===== src/rtl/sw_debounce_if.sv =====
// Switch-conditioner signal bundle: raw switch levels in, debounced levels and pulses out.
// TGL exists only when SW_DEBOUNCE_TOGGLE_EN is defined.
interface sw_debounce_if #(
   parameter int unsigned N = 2
);

   logic [N-1:0] SW;
   logic [N-1:0] LV;
   logic [N-1:0] PRESS;
   logic [N-1:0] RELEASE;
   logic         L;
`ifdef SW_DEBOUNCE_TOGGLE_EN
   logic [N-1:0] TGL;
`endif

   // Board / stimulus side
   modport master (
      output SW,
      input  LV,
      input  PRESS,
      input  RELEASE,
`ifdef SW_DEBOUNCE_TOGGLE_EN
      input  TGL,
`endif
      input  L
   );

   // Conditioner side
   modport slave (
      input  SW,
      output LV,
      output PRESS,
      output RELEASE,
`ifdef SW_DEBOUNCE_TOGGLE_EN
      output TGL,
`endif
      output L
   );

endinterface


===== src/rtl/sw_debounce.sv =====
// Per-channel synchroniser plus saturating stability counter for bouncing switches.
// Define SW_DEBOUNCE_TOGGLE_EN to add the registered push-on/push-off TGL output.
module sw_debounce #(
   parameter int unsigned N           = 2,
   parameter int unsigned DB_CYCLES   = 16,
   parameter int unsigned SYNC_STAGES = 2
) (
   input  logic         CLK,
   input  logic         RSTN,
   sw_debounce_if.slave bus
);

   localparam int unsigned CntW = $clog2(DB_CYCLES + 1);
   // Count value whose increment completes the stability window
   localparam logic [CntW-1:0] CntLast = CntW'(DB_CYCLES - 1);

   logic [SYNC_STAGES-1:0][N-1:0] sync_q, sync_d;
   logic [N-1:0][CntW-1:0]        cnt_q, cnt_d;
   logic [N-1:0]                  lv_q, lv_d;
   logic [N-1:0]                  press_q, press_d;
   logic [N-1:0]                  release_q, release_d;
   logic                          l_q, l_d;
   logic [N-1:0]                  s;

   assign s = sync_q[SYNC_STAGES-1];

   always_comb begin
      sync_d[0] = bus.SW;
      for (int k = 1; k < SYNC_STAGES; k++) begin
         sync_d[k] = sync_q[k-1];
      end
   end

   always_comb begin
      cnt_d     = cnt_q;
      lv_d      = lv_q;
      press_d   = '0;
      release_d = '0;
      for (int i = 0; i < N; i++) begin
         if (s[i] == lv_q[i]) begin
            cnt_d[i] = '0;
         end else if (cnt_q[i] >= CntLast) begin
            lv_d[i]      = s[i];
            cnt_d[i]     = '0;
            press_d[i]   = s[i];
            release_d[i] = ~s[i];
         end else begin
            cnt_d[i] = cnt_q[i] + CntW'(1);
         end
      end
      l_d = &lv_d;
   end

   always_ff @(posedge CLK or negedge RSTN) begin
      if (!RSTN) begin
         sync_q    <= '0;
         cnt_q     <= '0;
         lv_q      <= '0;
         press_q   <= '0;
         release_q <= '0;
         l_q       <= 1'b0;
      end else begin
         sync_q    <= sync_d;
         cnt_q     <= cnt_d;
         lv_q      <= lv_d;
         press_q   <= press_d;
         release_q <= release_d;
         l_q       <= l_d;
      end
   end

   assign bus.LV      = lv_q;
   assign bus.PRESS   = press_q;
   assign bus.RELEASE = release_q;
   assign bus.L       = l_q;

`ifdef SW_DEBOUNCE_TOGGLE_EN
   logic [N-1:0] tgl_q, tgl_d;

   // Flips on the same edge that raises PRESS
   assign tgl_d = tgl_q ^ press_d;

   always_ff @(posedge CLK or negedge RSTN) begin
      if (!RSTN) begin
         tgl_q <= '0;
      end else begin
         tgl_q <= tgl_d;
      end
   end

   assign bus.TGL = tgl_q;
`endif

endmodule


===== src/flat_wrapper.sv =====
// flat-port wrapper written by rule: the top's interface ports become plain ports
module sw_debounce_flat 
#(
   parameter int unsigned N           = 2,
   parameter int unsigned DB_CYCLES   = 16,
   parameter int unsigned SYNC_STAGES = 2
)
  (CLK, RSTN, bus_SW, bus_LV, bus_PRESS, bus_RELEASE, bus_L);
  sw_debounce_if #(.N(N)) bus_i ();
  input  logic CLK;
  input  logic RSTN;
  input wire logic [$bits(bus_i.SW)-1:0] bus_SW;
  output wire logic [$bits(bus_i.LV)-1:0] bus_LV;
  output wire logic [$bits(bus_i.PRESS)-1:0] bus_PRESS;
  output wire logic [$bits(bus_i.RELEASE)-1:0] bus_RELEASE;
  output wire logic [$bits(bus_i.L)-1:0] bus_L;
  assign bus_i.SW = bus_SW;
  assign bus_LV = bus_i.LV;
  assign bus_PRESS = bus_i.PRESS;
  assign bus_RELEASE = bus_i.RELEASE;
  assign bus_L = bus_i.L;
  sw_debounce #(.N(N), .DB_CYCLES(DB_CYCLES), .SYNC_STAGES(SYNC_STAGES)) u_core (.CLK(CLK), .RSTN(RSTN), .bus(bus_i));
endmodule

===== config.mk =====
export PLATFORM = sky130hd
export DESIGN_NAME = sw_debounce_flat
export DESIGN_NICKNAME = d
export VERILOG_FILES = /design/src/rtl/sw_debounce_if.sv /design/src/rtl/sw_debounce.sv /design/src/flat_wrapper.sv
export SDC_FILE = /design/constraint.sdc
export NUM_CORES = 1
export LEC_CHECK = 0
export CORE_MARGIN = 2
export CORE_UTILIZATION = 44
export CTS_CLUSTER_DIAMETER = 150
export CTS_CLUSTER_SIZE = 10
export DETAILED_ROUTE_END_ITERATION = 12
export HOLD_SLACK_MARGIN = 0.15
export PLACE_DENSITY = 0.68
export SLEW_MARGIN = 10
export SYNTH_ARGS = -nofsm -noshare
export SYNTH_HDL_FRONTEND = slang
export SYNTH_SLANG_ARGS = --single-unit

===== constraint.sdc =====
create_clock -name CLK -period 1.9 [get_ports CLK]
set_clock_uncertainty 0.15 [all_clocks]
set_input_delay 0.38 -clock CLK [delete_from_list [all_inputs] [get_ports CLK]]
set_output_delay 0.38 -clock CLK [all_outputs]
set_load 0.01 [all_outputs]

# Yosys cells after proc, flatten, opt, wreduce, memory -nomap -nowiden
# Cells that the tools add are included.
# word_totals
ff_bits,21
inputBits,4
output_inout_bits,7
wordCells,33
# classes
add_sub_neg,2
order_cmp,2
n_eq_ne,2
mux,16
n_bitwise,2
reduce_logical,1
# op_table
op,n
2-to-1 mux 5 bit,4
2-to-1 mux 1 bit,12
"adder 5 x 1 -> 5 bit, second input constant",2
">= comparator 5 x 4 -> 1 bit, second input constant",2
== test 1 bit,2
NOT 1 bit,2
AND reduction 2 bit,1

# Longest topological paths before layout
# Gate-level depths: netlist (run 1).
# depth
word_depth,4
ltp_mapped,6
mapped_depth_nobuf,6

# Worst setup path after synthesis (run 1)
# Ideal clock, no wire load.
# synth_timing
path_kind,reg2reg
from,register u_core.cnt_q[0] (netlist name)
to,register u_core.cnt_q[1] (netlist name)
setup_time_ns,0.066
arrival_ns,1.454
required_time_ns,1.684
slack_ns,0.230
stages_incl_launch_ff,7
path_buffers,0
period_less_slack_ns,1.670
cell_sequence,dfrtp_1 ha_1 and3_2 ha_1 nor2_1 and2_4 and3_1
# synth_rtl
item,line,source
"start, declared",sw_debounce.sv:18,"logic [N-1:0][CntW-1:0] cnt_q, cnt_d;"
"start signal, assigned",sw_debounce.sv:64,cnt_q <= cnt_d;

# Worst setup path in the final report (run 1)
# layout_timing
from,"register u_core.lv_q[0], in the netlist u_core.bus.LV[0]"
to,output port bus_LV[0]
# layout_rtl
item,line,source
"start, declared",sw_debounce.sv:19,"logic [N-1:0] lv_q, lv_d;"
"start signal, assigned",sw_debounce.sv:65,lv_q <= lv_d;
"end, declared",flat_wrapper.sv:13,output wire logic [$bits(bus_i.LV)-1:0] bus_LV;
# No word-level cell between the ends.

==> results of run 1 <==
per-stage QoR:
step / hold slack (ns) / utilization, % / power [W]
floorplan: -0.06559 / - / 0.0005002
global placement: 0.1826 / 55.13 / 0.0005228
detailed placement: 0.1855 / 55.13 / 0.0005232
CTS: 0.2110 / 56.63 / 0.0007340
global route: 0.2239 / 57.49 / 0.0007640
finish: 0.2090 / 57.49 / 0.0007245
worst max path at each step:
stage,from,to,cells past startpoint
after floorplan,u_core.cnt_q[0],u_core.cnt_q[1],6
after global placement,u_core.cnt_q[0],u_core.cnt_q[1],6
after detailed placement,u_core.cnt_q[0],u_core.cnt_q[0],6
after CTS,u_core.bus.LV[1],bus_LV[1],1
after global routing,u_core.cnt_q[0],u_core.cnt_q[0],6
final,u_core.bus.LV[0],bus_LV[0],1
cell families after synthesis:
group           count (synthesis)  share of synthesized area, %
simple gates                   29                         20.37
flops                          21                         63.83
compound gates                  5                         4.560
xor+xnor                        4                         4.256
fa+ha+maj                       4                         6.079
buf+inv                         2                        0.9122
final cells by class:
type / instances / share of cell area, %
multi-input combinational: 42 / 28.93
clock buffer: 4 / 2.618
sequential: 21 / 52.37
timing repair buffer: 13 / 12.22
tap: 25 / 3.117
inverter: 2 / 0.7481
layer usage:
metal  part of all wire, %  up-vias  global-route usage (%)
li1                      -      262                       -
met2                    42       14                   19.46
met3                   3.4        5                   3.462
met4                   3.4        0                   10.00
met5                     0        -                       0
met1                    51      230                   16.95
cells in the final DEF (no fill, tap or decap):
master | netlist | routed
a21bo_1 | 1 | 1
a22oi_1 | 1 | 1
a31oi_1 | 2 | 2
and2_4 | 1 | 1
and3_1 | 3 | 3
and3_2 | 1 | 1
and4_1 | 1 | 1
buf_4 | 0 | 3
clkbuf_1 | 0 | 1
clkbuf_4 | 0 | 3
clkdlybuf4s50_1 | 0 | 10
dfrtp_1 | 21 | 21
ha_1 | 4 | 4
inv_1 | 2 | 2
nand2_1 | 2 | 2
nand3_1 | 4 | 4
nand4_1 | 1 | 1
nand4_2 | 1 | 1
nor2_1 | 10 | 10
nor3_2 | 1 | 1
nor3b_1 | 4 | 4
o31ai_1 | 1 | 1
xnor2_1 | 2 | 2
xor2_1 | 2 | 2
state kept, by name (all words and copies together), names as in the netlist:
name and count:
u_core.bus.L 1, u_core.bus.LV 2, u_core.bus.PRESS 2, u_core.bus.RELEASE 2, u_core.cnt_q 10, u_core.s 2, u_core.sync_d 2
power by group:
group | total, W | leakage [nW] | switching (W) | internal, W
clock | 0.000209 | 0.0150 | 0.000127 | 0.0000819
sequential | 0.000477 | 0.279 | 0.0000153 | 0.000461
combinational | 0.0000387 | 0.191 | 0.0000196 | 0.0000192
total | 0.000724 | 0.485 | 0.000162 | 0.000563
==> flow_summary.json, run 1 <==
{
  "period_needed_ns": 1.811,
  "htree_levels": 1,
  "reg2reg_depth": 6,
  "register_area_sq_um": 525.5,
  "syn_area_sq_um": 823.3,
  "synth_edf_count": 0,
  "worstPathRequired_ns": 1.37,
  "path_max_fanout": 5,
  "cts.hold.buffers_added": 0,
  "yosys_register_bits": 21,
  "cts_buffers": 3,
  "tritoncts": "done",
  "place_ws_ns": 0.1314,
  "synth_top_cell_area_share_pct": 63.83,
  "layoutNonFillerInstCount": 107,
  "multi_input_area_sq_um": 290.3,
  "core_area_sq_mm": 0.001745,
  "synth_common_cells": "dfrtp_1 (21), nor2_1 (10), ha_1 (4), nand3_1 (4), nor3b_1 (4)",
  "hold_path_end": "u_core.s[1]",
  "die_y_um": 47.26,
  "cap_violations": 0,
  "cp_cell_sequence": "clkdlybuf4s50_1",
  "drt-vias-per-instance": 4.776,
  "synthTopCellsByArea": "dfrtp_1 (64%), ha_1 (6.1%), nor2_1 (4.6%)",
  "io_buffers": 10,
  "core.rowCount": 15,
  "r2r_setup_slack_ns": 0.09,
  "cts_sinks": 21,
  "worst-setup-path-type": "reg -> out",
  "drtIter0Drc": 10,
  "grt_pass1_wl_um": 1945,
  "ctsResizeCount": 0,
  "whs_path_depth": 0,
  "grt_max_degree": 22,
  "yosysSeqAreaShare_pct": 63.83,
  "routed_wl_um": 1185,
  "yosysWarnings": 0,
  "cts_root_buf": "clkbuf_4",
  "powerDensity_mw_per_mm2": 722.0,
  "clockBufferDepth": 2,
  "hp-start": "u_core.sync_d[3]",
  "synth_most_common_cell": "dfrtp_1",
  "hold_class": "reg -> reg",
  "grt_pass1_vias": 464,
  "antenna_found_initial": 0,
  "slowest_stage": "clkdlybuf4s50_1",
  "num_vias": 511,
  "start_util_pct": 47.17,
  "yosysTopAreaCell": "dfrtp_1",
  "hold_viol_final": 0,
  "netlist_instances": 65,
  "min_period_over_period_pct": 95.30,
  "worstMarginPinSlew_ns": 0.2971,
  "ir_drop_v": 0.0004432,
  "place_area_sq_um": 962.2,
  "postRouteAntennaNets": 0,
  "fmax_mhz": 552.3,
  "setup_viol": 0,
  "die_w_um": 47.26,
  "fillers": 152,
  "end_kind": "output pin",
  "synth_cell_type_count": 20,
  "drv_slew": 0,
  "crit_arrival_ns": 1.28,
  "grt_util_all_layers_pct": 13.37,
  "synth_async_sr_flop_share_pct": 100.0,
  "critPathBufInv": 1,
  "setup_slack_ns": 0.08931,
  "run_status": "complete, no violations",
  "finalSetupTns_ns": 0,
  "rsz0062_at_grt": "yes",
  "clkLatencyLatePin_ns": 0.30,
  "io-pin-count": 11,
  "synth_ff_type": "dfrtp_1",
  "dieArea_sq_mm": 0.002233,
  "slew_headroom_pct": 80.03,
  "worst_r2r_endpoint": "u_core.cnt_q[2]",
  "path_clk_slew_ns": 0.11,
  "finalNetCount": 91,
  "drive_gt1_share_pct": 12.20,
  "p_leak_nw": 0.4850,
  "drc": 0,
  "globalRouteOverflowTotal": 0,
  "slowest_delay_ns": 0.56,
  "num_antenna_cells": 0,
  "cts_setup_buffers": 0,
  "dpl.cell_count": 101,
  "gp_congestion": 0.6961,
  "area_growth_pct": 21.88,
  "avgRoutedWirePerCell_um": 11.07,
  "avgSynthCellArea_sq_um": 12.67,
  "dr.pass1.iters": 4,
  "stdcell_area_sq_mm": 0.001003,
  "synth.net_count": 73,
  "critPathTopFamily": "buffers and inverters",
  "setup.worst_path.start_class": "flop",
  "r2r_start": "u_core.cnt_q[0]"
}
Power figures use the tool's default switching activity.
==> run 2: changes to the inputs <==
--- a/config.mk
+++ b/config.mk
@@ -6,13 +6,13 @@
 export NUM_CORES = 1
 export LEC_CHECK = 0
 export CORE_MARGIN = 2
-export CORE_UTILIZATION = 44
+export CORE_UTILIZATION = 51
 export CTS_CLUSTER_DIAMETER = 150
 export CTS_CLUSTER_SIZE = 10
 export DETAILED_ROUTE_END_ITERATION = 12
 export HOLD_SLACK_MARGIN = 0.15
-export PLACE_DENSITY = 0.68
-export SLEW_MARGIN = 10
+export PLACE_DENSITY = 0.77
+export SLEW_MARGIN = 5
 export SYNTH_ARGS = -nofsm -noshare
 export SYNTH_HDL_FRONTEND = slang
 export SYNTH_SLANG_ARGS = --single-unit
==> flow_summary.json, run 2 (synthesis gave the netlist of run 1 again) <==
{
  "run_status": "complete, no violations",
  "dieArea_sq_mm": 0.001952,
  "core_area_sq_mm": 0.001506,
  "dp_hpwl_um": 913.3,
  "io_buffers": 10,
  "critPathBufInv": 1,
  "finalNetCount": 91,
  "cts_buffers": 3,
  "rsz0062_at_grt": "no",
  "stdcell_area_sq_um": 994.7,
  "slew_headroom_pct": 79.94,
  "postRouteAntennaNets": 0,
  "io-pin-count": 11,
  "min_period_over_period_pct": 95.60,
  "start_util_pct": 54.65,
  "sequentialPowerShare_pct": 65.7,
  "clock_power_share_pct": 28.8,
  "cts.hold.buffers_added": 0,
  "antenna_found_initial": 0,
  "htree_levels": 1,
  "worstPathRequired_ns": 1.37,
  "grt_pass1_vias": 511,
  "die_w_um": 44.18,
  "cap_violations": 0,
  "power_w": 0.0007264,
  "worst-setup-path-type": "reg -> out",
  "period_needed_ns": 1.816,
  "num_antenna_cells": 0,
  "area_growth_pct": 20.82,
  "place_area_sq_um": 950.9,
  "finalSetupTns_ns": 0,
  "largest_reg_flops": 10,
  "regMostFlops": "u_core.cnt_q",
  "dr.pass1.iters": 2,
  "path_max_fanout": 5,
  "gp_congestion": 0.7636,
  "timing.hold.ws_ns": 0.2123,
  "power_frac_comb_pct": 5.5,
  "p_switching_w": 0.0001635,
  "routed_wl_um": 1313,
  "num_vias": 530,
  "drv_slew": 0,
  "p_leak_nw": 0.4859,
  "die_y_um": 44.18,
  "final_cell_mix": "dfrtp_1 (21), clkdlybuf4s50_1 (10), nor2_1 (9)",
  "path_clk_slew_ns": 0.11,
  "drt-vias-per-instance": 5.408,
  "powerDensity_mw_per_mm2": 730.3,
  "drtIter0Drc": 3,
  "setup_viol": 0,
  "ir_drop_v": 0.0005398,
  "slowest_stage": "clkdlybuf4s50_1",
  "avgRoutedWirePerCell_um": 13.40,
  "worstMarginPinSlew_ns": 0.2983,
  "clkLatencyLatePin_ns": 0.30,
  "swShare_pct": 22.51,
  "crit_arrival_ns": 1.29,
  "tritoncts": "done",
  "grt_pass1_wl_um": 2221,
  "slowest_delay_ns": 0.56,
  "critPathTopFamily": "buffers and inverters",
  "setup.worst_path.start_class": "flop",
  "cts_sinks": 21,
  "hold_viol_final": 0,
  "hold_class": "reg -> reg",
  "globalRouteOverflowTotal": 0,
  "drc": 0,
  "cts_root_buf": "clkbuf_4",
  "core.rowCount": 14,
  "fmax_mhz": 550.6,
  "intPower_w": 0.0005629,
  "grt_max_degree": 22,
  "drive_gt1_share_pct": 13.41,
  "clockBufferDepth": 2,
  "cp_cell_sequence": "clkdlybuf4s50_1",
  "mostFrequentLayoutCell": "dfrtp_1",
  "grt_util_all_layers_pct": 16.16,
  "end_kind": "output pin",
  "fillers": 118
}
==> run 2: path summary, 6_finish.rpt <==
check | slack [ns] | endpoint | cells after the start | from
worst min register to register | 0.21 | u_core.s[0] | 0 | u_core.sync_d[2]
min in group asynchronous | 0.26 | u_core.bus.PRESS[0] | 2 | RSTN
worst min-delay path | 0.21 | u_core.s[0] | 0 | u_core.sync_d[2]
max in group asynchronous | 1.14 | u_core.cnt_q[6] | 2 | RSTN
worst max-delay path | 0.08 | bus_LV[1] | 1 | u_core.bus.LV[1]
worst max register to register | 0.12 | u_core.cnt_q[4] | 6 | u_core.cnt_q[0]
==> run 2: layer usage <==
metal / part of all wire (%) / vias to the layer above / GRT usage, %
li1: - / 261 / -
met1: 46 / 252 / 21.04
met2: 47 / 12 / 24.12
met3: 3.9 / 5 / 3.673
met4: 3.0 / 0 / 10.91
met5: 0 / - / 0
==> run 2: worst register-to-register path, cell delays in order (launching register included) <==
cell and delay, ns:
dfrtp_1 0.44, ha_1 0.24, and3_2 0.21, ha_1 0.20, nor2_2 0.15, nand3_1 0.18, nor2_1 0.15
==> run 2: area by class of cell <==
type / instances / area, sq um / area share [%]
Timing Repair Buffer: 13 / 122.6 / 12.33
Multi-Input combinational cell: 42 / 292.8 / 29.43
Sequential cell: 21 / 525.5 / 52.83
Tap cell: 16 / 20.02 / 2.013
Clock buffer: 4 / 26.28 / 2.642
Inverter: 2 / 7.507 / 0.7547
==> run 2: power groups by stage <==
stage | logic (W) | registers, W | clock network, W
2_1_floorplan | 0.0000184 | 0.000482 | 0
3_3_place_gp | 0.0000384 | 0.000484 | 0
3_5_place_dp | 0.0000390 | 0.000485 | 0
4_1_cts | 0.0000407 | 0.000477 | 0.000221
5_1_grt | 0.0000471 | 0.000480 | 0.000235
6_report | 0.0000398 | 0.000477 | 0.000209
==> run 2: stage by stage <==
step / instances / setup WS (ns) / utilization, %
after floorplan: 65 / 0.2299 / -
after global placement: 92 / 0.1559 / 63.12
after detailed placement: 92 / 0.1210 / 63.12
after CTS: 96 / 0.04775 / 64.87
after global routing: 98 / 0.009229 / 66.03
final: 98 / 0.08365 / 66.03
==> run 2: repair_timing <==
| action | CTS | global route |
|---|---|---|
| setup buffers | 0 | 2 |
| setup endpoints to repair | 0 | 4 |
| endpoints found under the hold margin | 0 | 0 |
| resized for setup | 0 | 1 |
